**src/rtl/mem_bist_engine_if.sv**
```systemverilog
// Memory request/return bus between the BIST engine (master) and a single-port memory wrapper (slave).
// A request (mem_wrreq or mem_rdreq) is held until accepted. It is accepted on a rising clk edge where mem_ready=1.
// Read data comes back later on mem_q with mem_q_valid=1. Returns arrive in issue order and cannot be stalled.
interface mem_bist_engine_if #(
    parameter int WIDTH = 512,
    parameter int AW    = 10
);
    logic             mem_ready;
    logic [AW-1:0]    mem_address;
    logic             mem_wrreq;
    logic             mem_rdreq;
    logic [WIDTH-1:0] mem_d;
    logic [WIDTH-1:0] mem_q;
    logic             mem_q_valid;

    modport master (
        input  mem_ready, mem_q, mem_q_valid,
        output mem_address, mem_wrreq, mem_rdreq, mem_d
    );

    modport slave (
        output mem_ready, mem_q, mem_q_valid,
        input  mem_address, mem_wrreq, mem_rdreq, mem_d
    );
endinterface

```
**src/rtl/mem_bist_engine.sv**
```systemverilog
// Memory BIST engine: writes a pattern over addresses 0..RANGE-1, reads it back and scores the returns, for PASSES passes.
// Optional drain watchdog and timed_out output are enabled by defining MEM_BIST_TIMEOUT_EN.
module mem_bist_engine #(
    parameter int WIDTH   = 512,
    parameter int DEPTH   = 1024,
    parameter int RANGE   = 16,
    parameter int PASSES  = 1,
    parameter int SCORE_W = 16,
    parameter int TIMEOUT = 1024,
    localparam int AW     = $clog2(DEPTH)
) (
    input  logic               clk,
    input  logic               resetn,
    input  logic               start,
    input  logic [1:0]         mode,
    mem_bist_engine_if.master  mem,
    output logic               busy,
    output logic               done,
    output logic               pass_ok,
    output logic [SCORE_W-1:0] correct_count,
    output logic [SCORE_W-1:0] wrong_count,
    output logic [AW-1:0]      first_err_addr,
    output logic               first_err_valid,
`ifdef MEM_BIST_TIMEOUT_EN
    output logic               timed_out,
`endif
    output logic [2:0]         dbg_state
);
    localparam int RB = $clog2(RANGE);
    localparam int CW = RB + 1;
    localparam int PW = (PASSES > 1) ? $clog2(PASSES) : 1;

    if (RANGE < 2 || RANGE > DEPTH || PASSES < 1 || TIMEOUT < 1) begin : g_param_check
        $error("mem_bist_engine: illegal parameter combination");
    end

    typedef enum logic [2:0] {
        S_IDLE  = 3'd0,
        S_WRITE = 3'd1,
        S_READ  = 3'd2,
        S_DRAIN = 3'd3,
        S_DONE  = 3'd4
    } state_t;

    state_t          state_q, state_d;
    logic [AW-1:0]   addr_q;
    logic [PW-1:0]   pass_q;
    logic [CW-1:0]   rcv_q;
    logic [1:0]      mode_q;
    logic            last_addr, last_pass, rcv_done, start_run, req_acc, score_en;
    logic [WIDTH-1:0] exp_word;

    // R = low address field replicated; checkerboard phase flips with address and pass parity.
    function automatic logic [WIDTH-1:0] pattern(input logic [RB-1:0] a, input logic p0,
                                                 input logic [1:0] m);
        logic [WIDTH-1:0] r;
        logic [WIDTH-1:0] cb;
        r = '0;
        for (int i = 0; i < WIDTH / RB; i++) r[i*RB +: RB] = a;
        for (int i = 0; i < WIDTH; i++) cb[i] = (i[0] == 1'b0) ^ (a[0] ^ p0);
        case (m)
            2'd0:    return r;
            2'd1:    return ~r;
            2'd2:    return cb;
            default: return {WIDTH{~p0}};
        endcase
    endfunction

    assign last_addr = (addr_q == AW'(RANGE - 1));
    assign last_pass = (pass_q == PW'(PASSES - 1));
    assign rcv_done  = (rcv_q == CW'(RANGE));
    assign start_run = start && (state_q == S_IDLE || state_q == S_DONE);
    assign req_acc   = mem.mem_ready && (state_q == S_WRITE || state_q == S_READ);
    assign score_en  = mem.mem_q_valid && (state_q == S_READ || state_q == S_DRAIN);
    assign exp_word  = pattern(rcv_q[RB-1:0], pass_q[0], mode_q);

`ifdef MEM_BIST_TIMEOUT_EN
    localparam int TW = $clog2(TIMEOUT + 1);
    logic [TW-1:0] wd_q;
    logic          wd_expire;
    // Fires on the TIMEOUT-th consecutive silent DRAIN cycle.
    assign wd_expire = !mem.mem_q_valid && (wd_q == TW'(TIMEOUT - 1));
`endif

    always_comb begin
        state_d         = state_q;
        mem.mem_wrreq   = 1'b0;
        mem.mem_rdreq   = 1'b0;
        mem.mem_d       = '0;
        mem.mem_address = addr_q;
        case (state_q)
            S_IDLE, S_DONE: if (start) state_d = S_WRITE;
            S_WRITE: begin
                mem.mem_wrreq = 1'b1;
                mem.mem_d     = pattern(addr_q[RB-1:0], pass_q[0], mode_q);
                if (mem.mem_ready && last_addr) state_d = S_READ;
            end
            S_READ: begin
                mem.mem_rdreq = 1'b1;
                if (mem.mem_ready && last_addr) state_d = S_DRAIN;
            end
            S_DRAIN: begin
                if (rcv_done) state_d = last_pass ? S_DONE : S_WRITE;
`ifdef MEM_BIST_TIMEOUT_EN
                else if (wd_expire) state_d = S_DONE;
`endif
            end
            default: state_d = S_IDLE;
        endcase
    end

    always_ff @(posedge clk) begin
        if (!resetn) begin
            state_q         <= S_IDLE;
            addr_q          <= '0;
            pass_q          <= '0;
            rcv_q           <= '0;
            mode_q          <= '0;
            correct_count   <= '0;
            wrong_count     <= '0;
            first_err_addr  <= '0;
            first_err_valid <= 1'b0;
`ifdef MEM_BIST_TIMEOUT_EN
            wd_q            <= '0;
            timed_out       <= 1'b0;
`endif
        end else begin
            state_q <= state_d;
            if (start_run) begin
                addr_q          <= '0;
                pass_q          <= '0;
                rcv_q           <= '0;
                mode_q          <= mode;
                correct_count   <= '0;
                wrong_count     <= '0;
                first_err_addr  <= '0;
                first_err_valid <= 1'b0;
`ifdef MEM_BIST_TIMEOUT_EN
                timed_out       <= 1'b0;
`endif
            end else begin
                if (req_acc) addr_q <= last_addr ? '0 : addr_q + 1'b1;
                if (score_en) begin
                    rcv_q <= rcv_q + 1'b1;
                    if (mem.mem_q == exp_word) begin
                        if (correct_count != '1) correct_count <= correct_count + 1'b1;
                    end else begin
                        if (wrong_count != '1) wrong_count <= wrong_count + 1'b1;
                        if (!first_err_valid) begin
                            first_err_valid <= 1'b1;
                            first_err_addr  <= AW'(rcv_q[RB-1:0]);
                        end
                    end
                end
                // Next pass restarts the return count; rcv_done guarantees no return lands this cycle.
                if (state_q == S_DRAIN && state_d == S_WRITE) begin
                    pass_q <= pass_q + 1'b1;
                    rcv_q  <= '0;
                end
`ifdef MEM_BIST_TIMEOUT_EN
                if (state_q == S_DRAIN && !mem.mem_q_valid) wd_q <= wd_q + 1'b1;
                else wd_q <= '0;
                if (state_q == S_DRAIN && !rcv_done && wd_expire) timed_out <= 1'b1;
`endif
            end
        end
    end

    assign busy      = (state_q == S_WRITE) || (state_q == S_READ) || (state_q == S_DRAIN);
    assign done      = (state_q == S_DONE);
    assign dbg_state = state_q;
`ifdef MEM_BIST_TIMEOUT_EN
    assign pass_ok   = done && (wrong_count == '0) && !timed_out;
`else
    assign pass_ok   = done && (wrong_count == '0);
`endif
endmodule
```
**src/flat_wrapper.sv**
```systemverilog
// flat-port wrapper written by rule: the top's interface ports become plain ports
module mem_bist_engine_flat 
#(
    parameter int WIDTH   = 512,
    parameter int DEPTH   = 1024,
    parameter int RANGE   = 16,
    parameter int PASSES  = 1,
    parameter int SCORE_W = 16,
    parameter int TIMEOUT = 1024,
    localparam int AW     = $clog2(DEPTH)
)
  (clk, resetn, start, mode, busy, done, pass_ok, correct_count, wrong_count, first_err_addr, first_err_valid, dbg_state, mem_mem_ready, mem_mem_q, mem_mem_q_valid, mem_mem_address, mem_mem_wrreq, mem_mem_rdreq, mem_mem_d);
  mem_bist_engine_if #(.WIDTH(WIDTH)) mem_i ();
  input  logic clk;
  input  logic resetn;
  input  logic start;
  input  logic [1:0] mode;
  output logic busy;
  output logic done;
  output logic pass_ok;
  output logic [SCORE_W-1:0] correct_count;
  output logic [SCORE_W-1:0] wrong_count;
  output logic [AW-1:0] first_err_addr;
  output logic first_err_valid;
  output logic [2:0] dbg_state;
  input wire logic [$bits(mem_i.mem_ready)-1:0] mem_mem_ready;
  input wire logic [$bits(mem_i.mem_q)-1:0] mem_mem_q;
  input wire logic [$bits(mem_i.mem_q_valid)-1:0] mem_mem_q_valid;
  output wire logic [$bits(mem_i.mem_address)-1:0] mem_mem_address;
  output wire logic [$bits(mem_i.mem_wrreq)-1:0] mem_mem_wrreq;
  output wire logic [$bits(mem_i.mem_rdreq)-1:0] mem_mem_rdreq;
  output wire logic [$bits(mem_i.mem_d)-1:0] mem_mem_d;
  assign mem_i.mem_ready = mem_mem_ready;
  assign mem_i.mem_q = mem_mem_q;
  assign mem_i.mem_q_valid = mem_mem_q_valid;
  assign mem_mem_address = mem_i.mem_address;
  assign mem_mem_wrreq = mem_i.mem_wrreq;
  assign mem_mem_rdreq = mem_i.mem_rdreq;
  assign mem_mem_d = mem_i.mem_d;
  mem_bist_engine #(.WIDTH(WIDTH), .DEPTH(DEPTH), .RANGE(RANGE), .PASSES(PASSES), .SCORE_W(SCORE_W), .TIMEOUT(TIMEOUT)) u_core (.clk(clk), .resetn(resetn), .start(start), .mode(mode), .mem(mem_i), .busy(busy), .done(done), .pass_ok(pass_ok), .correct_count(correct_count), .wrong_count(wrong_count), .first_err_addr(first_err_addr), .first_err_valid(first_err_valid), .dbg_state(dbg_state));
endmodule
```
**config.mk**
```make
export PLATFORM = sky130hd
export DESIGN_NAME = mem_bist_engine_flat
export DESIGN_NICKNAME = d
export VERILOG_FILES = /design/src/rtl/mem_bist_engine_if.sv /design/src/rtl/mem_bist_engine.sv /design/src/flat_wrapper.sv
export SDC_FILE = /design/constraint.sdc
export NUM_CORES = 1
export LEC_CHECK = 0
export BUFFER_PORTS_ARGS = -buffer_cell sky130_fd_sc_hd__buf_2
export CAP_MARGIN = 20
export CORE_AREA = 2 2 421 423
export CTS_BUF_LIST = sky130_fd_sc_hd__clkbuf_8
export CTS_CLUSTER_DIAMETER = 60
export CTS_CLUSTER_SIZE = 8
export DETAILED_ROUTE_END_ITERATION = 7
export DIE_AREA = 0 0 423 425
export PLACE_DENSITY = 0.3
export SLEW_MARGIN = 0
export SYNTH_ARGS = -nofsm -noshare
export SYNTH_HDL_FRONTEND = slang
export SYNTH_SLANG_ARGS = --single-unit
```
**constraint.sdc**
```tcl
create_clock -name clk -period 10.7 [get_ports clk]
set_clock_uncertainty 0.1 [all_clocks]
set_input_delay 2.14 -clock clk [delete_from_list [all_inputs] [get_ports clk]]
set_output_delay 2.14 -clock clk [all_outputs]
set_load 0.1 [all_outputs]
```
Yosys cells after proc, flatten, opt, wreduce, memory -nomap -nowiden
Index checks and enable logic that the tools add are counted.
Storage, ports and cells
  register bits: 58
  bits of input ports: 519
  output and inout port bits: 573
Operators by class
  $add $sub $neg: 5
  equality and inequality tests: 12
  mux-type cells: 12
  bitwise logic cells: 10
  reduce and logical (&&, ||, !) cells: 20
Operator list (number)
  one-hot mux 512 bit (3 select lines): 2
  NOT 512 bit: 2
  == test 512 bit: 1
  2-to-1 mux 512 bit: 1
  adder 16 x 1 -> 16 bit, second input constant: 2
  != test 16 bit, second input constant: 2
  logical NOT 16 bit: 1
  2-to-1 mux 3 bit: 5
  one-hot mux 3 bit (4 select lines): 1
  adder 10 x 1 -> 10 bit, second input constant: 1
  == test 10 x 4 -> 1 bit, second input constant: 1
  2-to-1 mux 10 bit: 1
  AND reduction 3 bit: 3
  == test 3 x 1 -> 1 bit, second input constant: 2
  == test 3 x 2 -> 1 bit, second input constant: 2
  logical AND 1 bit: 6
  NOT 1 bit: 6
  adder 5 x 1 -> 5 bit, second input constant: 1
  == test 5 bit, second input constant: 1
  logical OR 1 bit: 4
  OR reduction 2 bit: 2
  == test 3 bit, second input constant: 1
  logical NOT 3 bit: 1
  OR reduction 3 bit: 1
  other kinds (7): 9

Depth between registers and ports, before layout
  depth after elaboration: 7
  mapped depth: 15
  mapped depth without buffers: 10

Least setup slack after synthesis
OpenSTA, ideal clock, no wires.
  kind: register to output
  start: register u_core.state_q[0], in the netlist u_core.dbg_state[0]
  end: output port mem_mem_d[101]
  data arrival time: 8417 ps
  required time: 8460 ps
  setup slack: 43 ps
  stages on the path, launching flop included: 5
  path through: dfxtp_1 -> nand2b_1 -> or2_2 -> a21oi_1 -> buf_4
On the way
  word-level cells in the longest chain between the ends: 2
Ends and longest elaborated chain
  start: declaration: RTL line mem_bist_engine.sv:45  | state_t state_q, state_d;
  start signal: assignment: RTL line mem_bist_engine.sv:128  | state_q <= state_d;
  == test 3 x 1 -> 1 bit: RTL line mem_bist_engine.sv:91  | case (state_q)
  2-to-1 mux 512 bit: RTL line mem_bist_engine.sv:91
  end: declaration: RTL line flat_wrapper.sv:32  | output wire logic [$bits(mem_i.mem_d)-1:0] mem_mem_d;
Every way passes these cells.

Final worst setup path
  start: input port mem_mem_q[0]
  end: register u_core.correct_count[5]
On the way
  word-level cells in the longest chain between the ends: 2
Ends and longest elaborated chain
  start: declaration: RTL line flat_wrapper.sv:27  | input wire logic [$bits(mem_i.mem_q)-1:0] mem_mem_q;
  == test 512 bit: RTL line mem_bist_engine.sv:145  | if (mem.mem_q == exp_word) begin
  AND reduction 3 bit (no source line)
  end signal: assignment: RTL line mem_bist_engine.sv:146  | if (correct_count != '1) correct_count <= correct_count + 1'b1;
  end: declaration: RTL line mem_bist_engine.sv:20  | output logic [SCORE_W-1:0] correct_count,
Every way passes these cells.
A chain may end at the register's enable or synchronous reset.

==> results.yml <==
clock_network:
  post_cts_buffers: 0
  clock_sinks: 58
  htree_levels: 3
  ctsHoldBuffers: 0
  cts-root-buf: "clkbuf_8"
  cts_resized: 0
  clock_path_buffers: 2
  cts_tree: "built"
  cts.clk_slew.worst_paths_ns: 0.07
  clock_latency_ns: 0.35
  cts_inserted_buffers: 9
sta:
  max_freq_ghz: 0.153
  period_share_pct: 61.1
  final_max_slew_viol_count: 0
  fin_ws_ns: 4.16
  hold_viol_final: 0
  setup_violations: 0
  tns_ns: 0
  rsz0062_at_grt: "false"
  max-slew-margin-rel_pct: 12.5
  tightest_slew_ns: 1.30
  min_period_ns: 6.54
  hold_slack_ns: 0.363
job:
  drv_cap: 0
worst_setup_path:
  slowest_delay_ns: 1.00
  path_common_cell: "nor4_1"
  crit_family: "simple AND/OR/NAND/NOR gates"
  worstPathArrival_ns: 6.68
  cp-endpoint: "u_core.correct_count[5]$_SDFFE_PP0P_"
  r2r-end: "u_core.correct_count[5]$_SDFFE_PP0P_"
  worst-path-buf-inv: 1
  critPathCaptureType: "flip-flop"
  crit_type: "in2reg"
  cp.depth: 9
  ff2ff_setup_slack_ns: 4.36
  cp.required_ns: 10.84
  critical_path.cell_chain: "buf_2 > or4_1 > nor4_1 > o211ai_1 > nor4_1 > nand4_1 > nor2_1 > a31oi_1 > a41o_1"
  path_max_fanout: 14
  critPathLaunchType: "primary input"
  critical_path.startpoint: "mem_mem_q[0]"
  crit_path_top_delay_cell: "nor4_1"
  r2r_start: "u_core.mode_q[1]$_SDFFE_PN0P_"
  reg2reg_depth: 11
routing:
  dr.first_iter.drc_count: 693
  vias: 12400
  drt_pass1_iterations: 5
  wl_per_cell_um: 20.7
  wirelength_mm: 90.8
  route.detailed.drc: 0
  antenna_left: 0
  post_drt_via_cell_ratio: 2.84
placement:
  dp_cells: 4324
  place_ws_ns: 4.02
  place_area_um2: 14700
  hpwl_mm: 84.0
  gp_congestion: 0.946
  io_buffers: 1085
yosys:
  synthArstFlopShare_pct: 0
  yosysWarnings: 0
  syn_area_um2: 10100
  synth-edff-count: 0
  synth_flop_cell: "dfxtp_1"
  synth.avg_cell_area_um2: 7.13
  synth-seq-cells: 58
  postSynthCellCount: 1412
  yosysSeqAreaShare_pct: 11.5
  yosysUniqueCellTypes: 68
pwr:
  power.switching_mw: 0.939
  p_per_area_nw_per_um2: 98.1
  p_comb_share_pct: 67.3
  p_total_mw: 1.47
  ir_worst_vdd_mv: 0.0475
  p_seq_share_pct: 14.9
  switching_share_pct: 63.7
  p_clk_share_pct: 17.8
  p_leak_nw: 7.01
  p_int_mw: 0.535
floorplanning:
  fp.dieH_um: 425
  io_pins: 1092
  die_area_um2: 180000
  std_cell_rows: 154
  core-area_um2: 175000
  die_width_um: 423
  start_util_pct: 5.74
layout:
  syn_to_final_growth_pct: 49.4
  fin_nets: 2521
  fillers: 20800
  drive_above_1_share_pct: 57.7
  stdcell_count: 4382
  regArea_um2: 1160
  final_cell_area_um2: 15000
  multi_input_area_um2: 4880
  fin_util_pct: 8.57
min_path:
  hp-class: "reg2reg"
global_route:
  grtUsageTotal_pct: 9.39
  antenna_found_initial: 68
  grt_max_degree: 129
  grt-ovfl-total: 0
  grt_pass1_wl_mm: 112
  grt_pass1_vias: 11100
outcome:
  outcome: "finished, final reports clean"
==> area by class of cell <==
class	instances	area share, %
Inverter	23	0.574
Timing Repair Buffer	1111	37.4
Clock inverter	5	0.666
Sequential cell	58	7.72
Antenna cell	41	0.682
Tap cell	2340	19.5
Clock buffer	11	1.01
Multi-Input combinational cell	793	32.4
==> Yosys cell counts, drive strengths merged (3+ instances only) <==
master | number | area [um2]
a31o | 4 | 35.0
xnor2 | 6 | 52.6
clkbuf | 11 | 41.3
and3 | 12 | 75.1
nand3b | 5 | 37.5
o211ai | 10 | 75.1
nor2b | 6 | 37.5
or3b | 3 | 26.3
and4 | 9 | 78.8
buf | 532 | 3970
mux2i | 27 | 270
inv | 23 | 86.3
dfxtp | 58 | 1160
o311ai | 3 | 26.3
a21o | 6 | 45.0
xor2 | 10 | 87.6
and2 | 7 | 43.8
ha | 6 | 75.1
nand4 | 124 | 791
o21ai | 29 | 145
nand2b | 12 | 75.1
o31ai | 8 | 60.1
or3 | 10 | 62.6
nor3 | 47 | 257
a32o | 3 | 30.0
or2 | 3 | 18.8
a31oi | 9 | 56.3
a21oi | 46 | 238
or4 | 33 | 251
nor4 | 116 | 762
o22ai | 3 | 18.8
nor2 | 91 | 352
nand2 | 62 | 233
nand3 | 51 | 255
==> cell families after synthesis <==
logic type,share of synthesized area [%]
AO/OA/AOI/OAI,9.20
XOR/XNOR,1.39
adder cells (fa/ha/maj),0.746
buffers and inverters,40.7
flip-flops,11.5
multiplexers,2.69
other,0.0373
AND/OR/NAND/NOR,33.7
==> power by group through the flow <==
| stage | clock, mW | sequential [mW] | combinational [mW] |
|---|---|---|---|
| 2_1_floorplan | 0 | 0.226 | 0.872 |
| 3_3_place_gp | 0 | 0.224 | 0.994 |
| 3_5_place_dp | 0 | 0.224 | 0.994 |
| 4_1_cts | 0.271 | 0.219 | 0.995 |
| 5_1_grt | 0.281 | 0.219 | 1.02 |
| 6_report | 0.263 | 0.219 | 0.993 |
==> layout by cell type (no fill, tap or decap), drive strengths merged, types with 7 or more instances in the layout <==
cell type / instances
a31oi: 9
o21ai: 29
and3: 12
dfxtp: 58
o31ai: 8
nand3: 51
and4: 9
nand2b: 12
nor4: 116
a21oi: 46
or3: 10
inv: 23
mux2i: 27
nor2: 91
clkbuf: 11
nor3: 47
diode: 41
and2: 7
buf: 1111
nand2: 62
nand4: 124
o211ai: 10
xor2: 10
or4: 33
==> worst min-delay path, stage by stage, from the launching register on <==
cell and delay [ns]:
dfxtp_1 0.32, nand2_1 0.05, mux2i_1 0.05
==> sequential cells by signal, indices dropped and copies added (netlist names) <==
signal / count
u_core.correct_count: 16
u_core.first_err_addr: 4
u_core.dbg_state: 3
u_core.rcv_q: 5
u_core.first_err_valid: 1
u_core.mode_q: 2
u_core.mem.mem_address: 10
u_core.wrong_count: 16
u_core.pass_q: 1
==> how the worst min path moves through the flow <==
stage,start,endpoint,cells after the start
after floorplan,u_core.rcv_q[4]$_SDFFE_PP0P_,u_core.rcv_q[4]$_SDFFE_PP0P_,2
after global placement,u_core.first_err_addr[2]$_SDFFE_PP0P_,u_core.first_err_addr[2]$_SDFFE_PP0P_,2
final,u_core.first_err_addr[2]$_SDFFE_PP0P_,u_core.first_err_addr[2]$_SDFFE_PP0P_,2
after detailed placement,u_core.first_err_addr[2]$_SDFFE_PP0P_,u_core.first_err_addr[2]$_SDFFE_PP0P_,2
after global routing,u_core.first_err_addr[2]$_SDFFE_PP0P_,u_core.first_err_addr[2]$_SDFFE_PP0P_,2
after CTS,u_core.first_err_addr[2]$_SDFFE_PP0P_,u_core.first_err_addr[2]$_SDFFE_PP0P_,2
==> layer usage <==
metal / GRT usage [%] / routed length, um / vias to the layer above
li1: - / - / 5894
met1: 12.0 / 38600 / 5828
met2: 15.0 / 40700 / 598
met3: 4.10 / 10100 / 88
met4: 1.03 / 1200 / 40
met5: 0 / 267 / -
Power figures use the tool's default switching activity.
